--- src/rtl/int2flt_seq.sv ---
// int2flt_seq: sequential int16 -> IEEE-754 half converter that reads its operand from and writes its result to data memory
// Ports:
//   clk        clock, all state updates on posedge
//   reset      synchronous, active-high; aborts any conversion in flight
//   start      request; a conversion is triggered by its falling edge while idle
//   done       one-cycle pulse once both result bytes have been written
//   mem_addr   data memory address (registered, holds its last value when unused)
//   mem_rd_en  read enable for the two operand bytes
//   mem_wr_en  write enable, one result byte per cycle
//   mem_wdata  write data (registered, holds its last value when unused)
//   mem_rdata  combinational read data for mem_addr, captured at the end of each read cycle
module int2flt_seq #(
  parameter logic [7:0] SRC_ADDR = 8'd0,
  parameter logic [7:0] DST_ADDR = 8'd2,
  parameter logic       ROUND    = 1'b1
) (
  input  logic       clk,
  input  logic       reset,
  input  logic       start,
  output logic       done,
  output logic [7:0] mem_addr,
  output logic       mem_rd_en,
  output logic       mem_wr_en,
  output logic [7:0] mem_wdata,
  input  logic [7:0] mem_rdata
);
  localparam logic [3:0] IDLE  = 4'd0;
  localparam logic [3:0] RD_LO = 4'd1;
  localparam logic [3:0] RD_HI = 4'd2;
  localparam logic [3:0] PREP  = 4'd3;
  localparam logic [3:0] NORM  = 4'd4;
  localparam logic [3:0] RND   = 4'd5;
  localparam logic [3:0] WR_LO = 4'd6;
  localparam logic [3:0] WR_HI = 4'd7;
  localparam logic [3:0] ACK   = 4'd8;
  logic [3:0]  r_state, w_nxt;
  logic        r_start_q, r_sign;
  logic [15:0] r_x, r_mag, r_res;
  logic [3:0]  r_e;
  logic        w_inc;
  logic [10:0] w_msum;
  logic [4:0]  w_bexp;
  logic [15:0] w_res;
  always_comb begin
    w_nxt = r_state;
    case (r_state)
      IDLE:    w_nxt = (r_start_q && !start) ? RD_LO : IDLE;
      RD_LO:   w_nxt = RD_HI;
      RD_HI:   w_nxt = PREP;
      PREP:    w_nxt = (r_x == 16'h0000) ? WR_LO : NORM;
      NORM:    w_nxt = r_mag[15] ? RND : NORM;
      RND:     w_nxt = WR_LO;
      WR_LO:   w_nxt = WR_HI;
      WR_HI:   w_nxt = ACK;
      default: w_nxt = IDLE;
    endcase
  end
  // Round to nearest even on the bits below the 10-bit mantissa; a mantissa
  // carry-out bumps the exponent and leaves an all-zero mantissa.
  assign w_inc  = ROUND & r_mag[4] & ((|r_mag[3:0]) | r_mag[5]);
  assign w_msum = {1'b0, r_mag[14:5]} + {10'd0, w_inc};
  assign w_bexp = {1'b0, r_e} + 5'd15 + {4'd0, w_msum[10]};
  // Only RND and PREP (zero operand) lead into WR_LO; zero yields +0.
  assign w_res  = (r_state == RND) ? {r_sign, w_bexp, w_msum[10] ? 10'd0 : w_msum[9:0]} : 16'h0000;
  // Memory outputs are registered from the next state so they are valid
  // throughout the cycle of the state that uses them.
  always_ff @(posedge clk) begin
    if (reset) begin
      r_state   <= IDLE;
      r_start_q <= 1'b0;
      done      <= 1'b0;
      mem_rd_en <= 1'b0;
      mem_wr_en <= 1'b0;
      mem_addr  <= 8'd0;
      mem_wdata <= 8'd0;
    end else begin
      r_state   <= w_nxt;
      r_start_q <= start;
      done      <= w_nxt == ACK;
      mem_rd_en <= w_nxt == RD_LO || w_nxt == RD_HI;
      mem_wr_en <= w_nxt == WR_LO || w_nxt == WR_HI;
      if (w_nxt == RD_LO) mem_addr <= SRC_ADDR;
      if (w_nxt == RD_HI) mem_addr <= SRC_ADDR + 8'd1;
      if (w_nxt == WR_LO) begin
        mem_addr  <= DST_ADDR;
        mem_wdata <= w_res[7:0];
        r_res     <= w_res;
      end
      if (w_nxt == WR_HI) begin
        mem_addr  <= DST_ADDR + 8'd1;
        mem_wdata <= r_res[15:8];
      end
      if (r_state == RD_LO) r_x[7:0] <= mem_rdata;
      if (r_state == RD_HI) r_x[15:8] <= mem_rdata;
      if (r_state == PREP) begin
        r_sign <= r_x[15];
        r_mag  <= r_x[15] ? -r_x : r_x;
        r_e    <= 4'd15;
      end
      if (r_state == NORM && !r_mag[15]) begin
        r_mag <= r_mag << 1;
        r_e   <= r_e - 4'd1;
      end
    end
  end
endmodule

--- config.mk ---
export PLATFORM = sky130hd
export DESIGN_NAME = int2flt_seq
export DESIGN_NICKNAME = d
export VERILOG_FILES = /design/src/rtl/int2flt_seq.sv
export SDC_FILE = /design/constraint.sdc
export NUM_CORES = 1
export LEC_CHECK = 0
export BUFFER_PORTS_ARGS = -buffer_cell sky130_fd_sc_hd__clkbuf_2
export CAP_MARGIN = 0
export CORE_MARGIN = 2
export CORE_UTILIZATION = 39
export CTS_CLUSTER_SIZE = 16
export DETAILED_ROUTE_END_ITERATION = 10
export PLACE_DENSITY_LB_ADDON = 0.15
export SYNTH_ARGS = -nofsm -noshare
export SYNTH_HDL_FRONTEND = slang
export SYNTH_SLANG_ARGS = --single-unit
--- constraint.sdc ---
create_clock -name clk -period 5.5 [get_ports clk]
set_input_delay 0.55 -clock clk [delete_from_list [all_inputs] [get_ports clk]]
set_output_delay 0.55 -clock clk [all_outputs]
set_load 0.01 [all_outputs]
==> results.md, run 1 <==
- CTS sink count: 63
- Yosys top cell area share: 44.2%
- # rows: 32
- Synth top area cells: edfxtp_1 (44%), dfxtp_1 (12%), xor2_1 (4.3%)
- Drt via density: 5.12
- Hold WS: 0.406 ns
- Tmin final: 2.98 ns
- Final worst slack: 2.52 ns
- IO buf count: 23
- Seq pwr share: 52.8%
- Core Region: 0.00765 mm2
- Avg WL per Cell: 14.7 um
- Post-route setup TNS: 0 ns
- Max Clock Skew: 0.00483 ns
- Leakage: 1.21 nW
- Min-Delay Endpoint: r_x[7]
- Async SR Flop Fraction: 0%
- RSZ-0062 raised after global routing: false
- Worst Path Arrival: 2.95 ns
- Int Power: 0.782 mW
- Max Cap Viol: 0
- Proportion of power drawn by the clock network: 43.2%
- Average size of a mapped cell: 10.9 um2
- Fmax: 0.336 GHz
- Gr usage total: 14.8%
- Initial Util: 40.0%
- CTS Root Cell: clkbuf_8
- Dpl ws: 2.56 ns
- Crit share post-route: 54.2%
- Die ar.: 0.00856 mm2
- Overall power after layout: 0.992 mW
- Rel. slew slack: 26.8%
- Most used DFF post-synth: edfxtp_1
- CTS Hold Bufs: 0
- Reg2reg end: r_res[11]
- Fraction of layout cells with a size suffix above 1: 14.3%
- Max Buffers Root-to-Sink: 2
- # resized after CTS: 0
- Net Sw Frac: 21.2%
- R2R cell count: 5
- Hold Crit Depth: 1
- Drc violations: 0
- Status: completed
- Iteration-0 DRC Markers: 57
- Initial antenna violation count: 0
- First-pass GRT wire length: 9.77 mm
- Reg2Reg Launch Point: r_x[5]
- Critical Path RT: 5.47 ns
- # diodes: 0
- Setup Crit Path Kind: reg -> reg
- Comb power frac: 4.1%
- Crit end category: register
- Worst slew pin tran: 1.09 ns
- Setup-failing EPs final: 0
- Num CTS Buffers: 9
- PD cells: 288 mW/mm2
- Count leader, synth: edfxtp_1
- Hold Fails Final Rpt: 0
- Placed wire-length estimate: 4.40 mm
- Post-synth EDFFs: 45
- Top post-synthesis cells by count: edfxtp_1 (45), nand2_1 (29), o21ai_0 (21)
- Yosys top cell by area: edfxtp_1
- Minimum setup slack among reg-to-reg paths: 2.52 ns
- Combined area of all synthesized cells: 0.00306 mm2
- Area Growth Syn to Fin: 12.9%
- Switching power total: 0.211 mW
- Worst setup SP type: register
- Ports: 30
- Final #Nets: 318
- Util after Layout: 45.1%
- Depth of the CTS H-tree: 3
- Final slew viol count: 0
- Hold_sp: mem_rdata[7]
- Clock-pin slew on the worst setup and hold paths: 0.07 ns
- Worst-Skew Late Latency: 0.33 ns
- YS warnings: 0
- Routability-driven placement congestion ratio: 0.838
- Unique cell type count in the Yosys netlist: 45
- Vias in the first global route: 1973
- Min-delay worst type: in -> reg
- CTS tree: built
- Crit-path max FO: 8
- Final wirelength: 6.01 mm
- Gr ovfl total: 0
- Chip height: 92.5 um
- Post-Synthesis Cells: 281
- Detailed-route via count: 2094
- Synthesized flop and latch total: 63
- Number of setup buffers added after CTS: 0
- DIE WIDTH: 92.5 um
- Register area share after synthesis: 56.0%
- VDD IR max: 170 uV
- Initial DRT Pass Iterations: 4
- Largest net degree at the start of global routing: 35
- DRT antenna net count: 0
==> power by group through the flow <==
stage | combinational [mW] | sequential [mW] | clock [mW]
4_1_cts | 0.0411 | 0.523 | 0.443
3_5_place_dp | 0.0409 | 0.534 | 0
5_1_grt | 0.0458 | 0.524 | 0.462
3_3_place_gp | 0.0408 | 0.534 | 0
6_report | 0.0406 | 0.524 | 0.428
2_1_floorplan | 0.0337 | 0.529 | 0
==> cells in the final DEF, fill, tap and decap left out, types with 10 or more instances in the layout <==
cell / n
o21ai_0: 21
clkbuf_2: 23
nor2_1: 20
xor2_1: 15
nor3_1: 15
xnor2_1: 10
edfxtp_1: 45
nand2_1: 29
dfxtp_1: 18
==> through the flow <==
stage               std cells  area (um2)
floorplan                 286        3080
detailed placement        393        3240
global route              409        3450
CTS                       409        3450
finish                    409        3450
global placement          393        3240
==> registers in the layout, indices dropped and copies added (netlist names), 2 cells and up <==
register,cells
r_e,4
r_mag,16
mem_wdata,8
mem_addr,2
r_res,8
r_x,16
r_state,4
==> per-layer routing <==
metal	vias to the layer above	global-route usage (%)	share of wire [%]
met5	-	0	0
li1	1062	-	-
met4	0	5.97	1.9
met2	34	22.1	44
met1	985	20.1	50
met3	13	4.56	3.5
==> logic make-up after synthesis <==
family	after synthesis	share of synthesized area, %
fa+ha+maj	5	2.05
buf+inv	28	4.22
flops	63	56.0
other cells	1	0.123
simple gates	101	17.2
xor+xnor	25	7.16
mux	4	1.39
compound gates	54	11.8
==> critical path, stage by stage (launching register included) <==
cell and delay, ns:
edfxtp_1 0.44, or3_1 0.49, nor4_1 0.46, and2_0 0.41, o21ai_0 0.27, nor2_1 0.55
==> worst max-delay path by stage <==
| stage | startpoint | depth (start not counted) | to |
|---|---|---|---|
| final | r_x[5] | 5 | r_res[11] |
| after global routing | r_x[5] | 5 | r_res[13] |
| after CTS | r_x[5] | 5 | r_res[12] |
| after detailed placement | r_x[5] | 5 | r_res[13] |
| after global placement | r_x[5] | 5 | r_res[14] |
| after floorplan | r_x[5] | 6 | r_res[10] |
==> cell type report <==
type | instances | area [um2]
fillers | 722 | 4200
flip-flops and latches | 63 | 1710
multi-input cells | 195 | 1240
well taps | 102 | 128
clock buffers | 9 | 124
repair buffers | 24 | 123
clock inverters | 7 | 87.6
inverters | 9 | 33.8
No activity file was read; power rests on OpenSTA's default activity.
==> inputs of run 2 (changes only) <==
==> constraint.sdc (replaced) <==
create_clock -name clk -period 2.95 [get_ports clk]
set_input_delay 0.295 -clock clk [delete_from_list [all_inputs] [get_ports clk]]
set_output_delay 0.295 -clock clk [all_outputs]
set_load 0.01 [all_outputs]
==> run 2 against run 1 <==
Clock skew increased by 0.0044 ns. Setup slack worse by 2.0 ns. Power is 84% higher.
==> results.md, run 2 (same netlist as run 1, synthesis figures left out) <==
- Status: completed
- Worst Path Arrival: 2.54 ns (-0.41 ns)
- Worst slew pin tran: 0.753 ns (-0.334 ns)
- Vias in the first global route: 2093 (+6.1%)
- CTS sink count: 63 (unchanged)
- Leakage: 1.25 nW (+3.0%)
- Drc violations: 0 (unchanged)
- Met2 WL: 2.70 mm (+1.2%)
- Final #Nets: 324 (+1.9%)
- Setup-failing EPs final: 0 (unchanged)
- Fmax: 0.411 GHz (+22%)
- Max Buffers Root-to-Sink: 2 (unchanged)
- Gr ovfl total: 0 (unchanged)
- Initial Util: 40.0% (unchanged)
- Hold Fails Final Rpt: 0 (unchanged)
- Num CTS Buffers: 9 (unchanged)
- Gr usage total: 16.1% (+1.3 points)
- Inst Count DP: 399 (+1.5%)
- Setup Crit Path Kind: reg -> reg
- Tmin final: 2.43 ns (-0.546 ns)
- Crit-path max FO: 5 (-3)
- # rows: 32 (unchanged)
- Met3 WL: 199 um (-6.6%)
- First-pass GRT wire length: 10.6 mm (+8.1%)
- DIE WIDTH: 92.5 um (unchanged)
- Depth of the CTS H-tree: 3 (unchanged)
- Commonest cells after routing, fill and taps aside: edfxtp_1 (45), nand2_1 (29), clkbuf_2 (23)
- Fraction of layout cells with a size suffix above 1: 16.9% (+2.6 points)
- Post-route setup TNS: 0 ns (unchanged)
- Core Region: 0.00765 mm2 (unchanged)
- Largest net degree at the start of global routing: 21 (-40%)
- Worst setup SP type: register
- Most common cell after layout, fill and taps aside: edfxtp_1
- Ports: 30 (unchanged)
- Final wirelength: 6.15 mm (+2.3%)
- Hold WS: 0.133 ns (-0.273 ns)
- CTS Root Cell: clkbuf_8
- Initial DRT Pass Iterations: 4 (unchanged)
- Regs by FF count: r_mag: 16 flops, r_x: 16 flops
- # resized after CTS: 0 (unchanged)
- Max Cap Viol: 0 (unchanged)
- Drt via density: 5.10 (-0.32%)
- PD cells: 522 mW/mm2 (+82%)
- DRT antenna net count: 0 (unchanged)
- Placed wire-length estimate: 4.47 mm (+1.6%)
- Detailed-route via count: 2118 (+1.1%)
- Routability-driven placement congestion ratio: 0.849 (+1.4%)
- Area Growth Syn to Fin: 14.2%
- Final slew viol count: 0 (unchanged)
- VDD IR max: 306 uV (+80%)
- Fin cells: 415 (+1.5%)
- CTS Hold Bufs: 0 (unchanged)
- Avg WL per Cell: 14.8 um (+0.80%)
- Crit end category: register
- IO buf count: 23 (unchanged)
- # diodes: 0 (unchanged)
- Die ar.: 0.00856 mm2 (unchanged)
- Critical Path RT: 3.05 ns (-2.42 ns)
- CTS tree: built
- Worst-Skew Late Latency: 0.35 ns (+0.02 ns)
- Rel. slew slack: 49.8% (+23 points)
- Clock-pin slew on the worst setup and hold paths: 0.07 ns (about the same)
- Wl on met1: 3.08 mm (+2.4%)
- Number of setup buffers added after CTS: 0 (unchanged)
- Min-delay worst type: in -> reg
- Chip height: 92.5 um (unchanged)
- Crit share post-route: 82.5% (+28 points)
- Initial antenna violation count: 0 (unchanged)
- Max Clock Skew: 0.00920 ns (+0.00437 ns)
- Top layer in use: met4
- Iteration-0 DRC Markers: 85 (+49%)
- RSZ-0062 raised after global routing: false
run 2: worst paths after layout:
kind / start / end / slack (ns) / depth (start not counted)
setup / recovery: r_x[0] / r_mag[14] / 0.52 / 7
setup reg to reg: r_x[0] / r_mag[14] / 0.52 / 7
hold / removal: mem_rdata[7] / r_x[15] / 0.13 / 1
hold reg to reg: mem_addr[1] / mem_addr[1] / 0.46 / 2
run 2: metal layers:
layer | global-route usage (%) | vias up
met4 | 8.71 | 0
met1 | 22.3 | 996
met3 | 4.23 | 11
li1 | - | 1080
met5 | 0 | -
met2 | 22.9 | 31
run 2: layout make-up:
| class | count | area (um2) |
|---|---|---|
| flip-flops and latches | 63 | 1710 |
| repair buffers | 30 | 168 |
| fillers | 726 | 4160 |
| clock buffers | 11 | 174 |
| inverters | 9 | 33.8 |
| multi-input cells | 195 | 1240 |
| well taps | 102 | 128 |
| clock inverters | 5 | 33.8 |
run 2: critical path, stage by stage, from the launching register on:
cell,delay (ns)
edfxtp_1,0.41
inv_1,0.09
ha_1,0.19
or4b_4,0.51
or3_4,0.42
o41ai_4,0.22
xnor2_1,0.09
mux2_2,0.26
run 2: where the power goes:
part / internal (mW) / switching, mW
Combinational: 0.0328 / 0.0471
Sequential: 0.959 / 0.0166
Clock: 0.409 / 0.359
run 2: metrics by stage:
step | total power [mW] | worst slack [ns] | util, % | cell area [um2]
floorplan | 1.05 | 0.478 | - | 3080
global placement | 1.08 | 0.577 | 42.9 | 3280
detailed placement | 1.08 | 0.531 | 42.9 | 3280
CTS | 1.85 | 0.502 | 45.7 | 3490
global route | 1.90 | 0.290 | 45.7 | 3490
finish | 1.82 | 0.516 | 45.7 | 3490
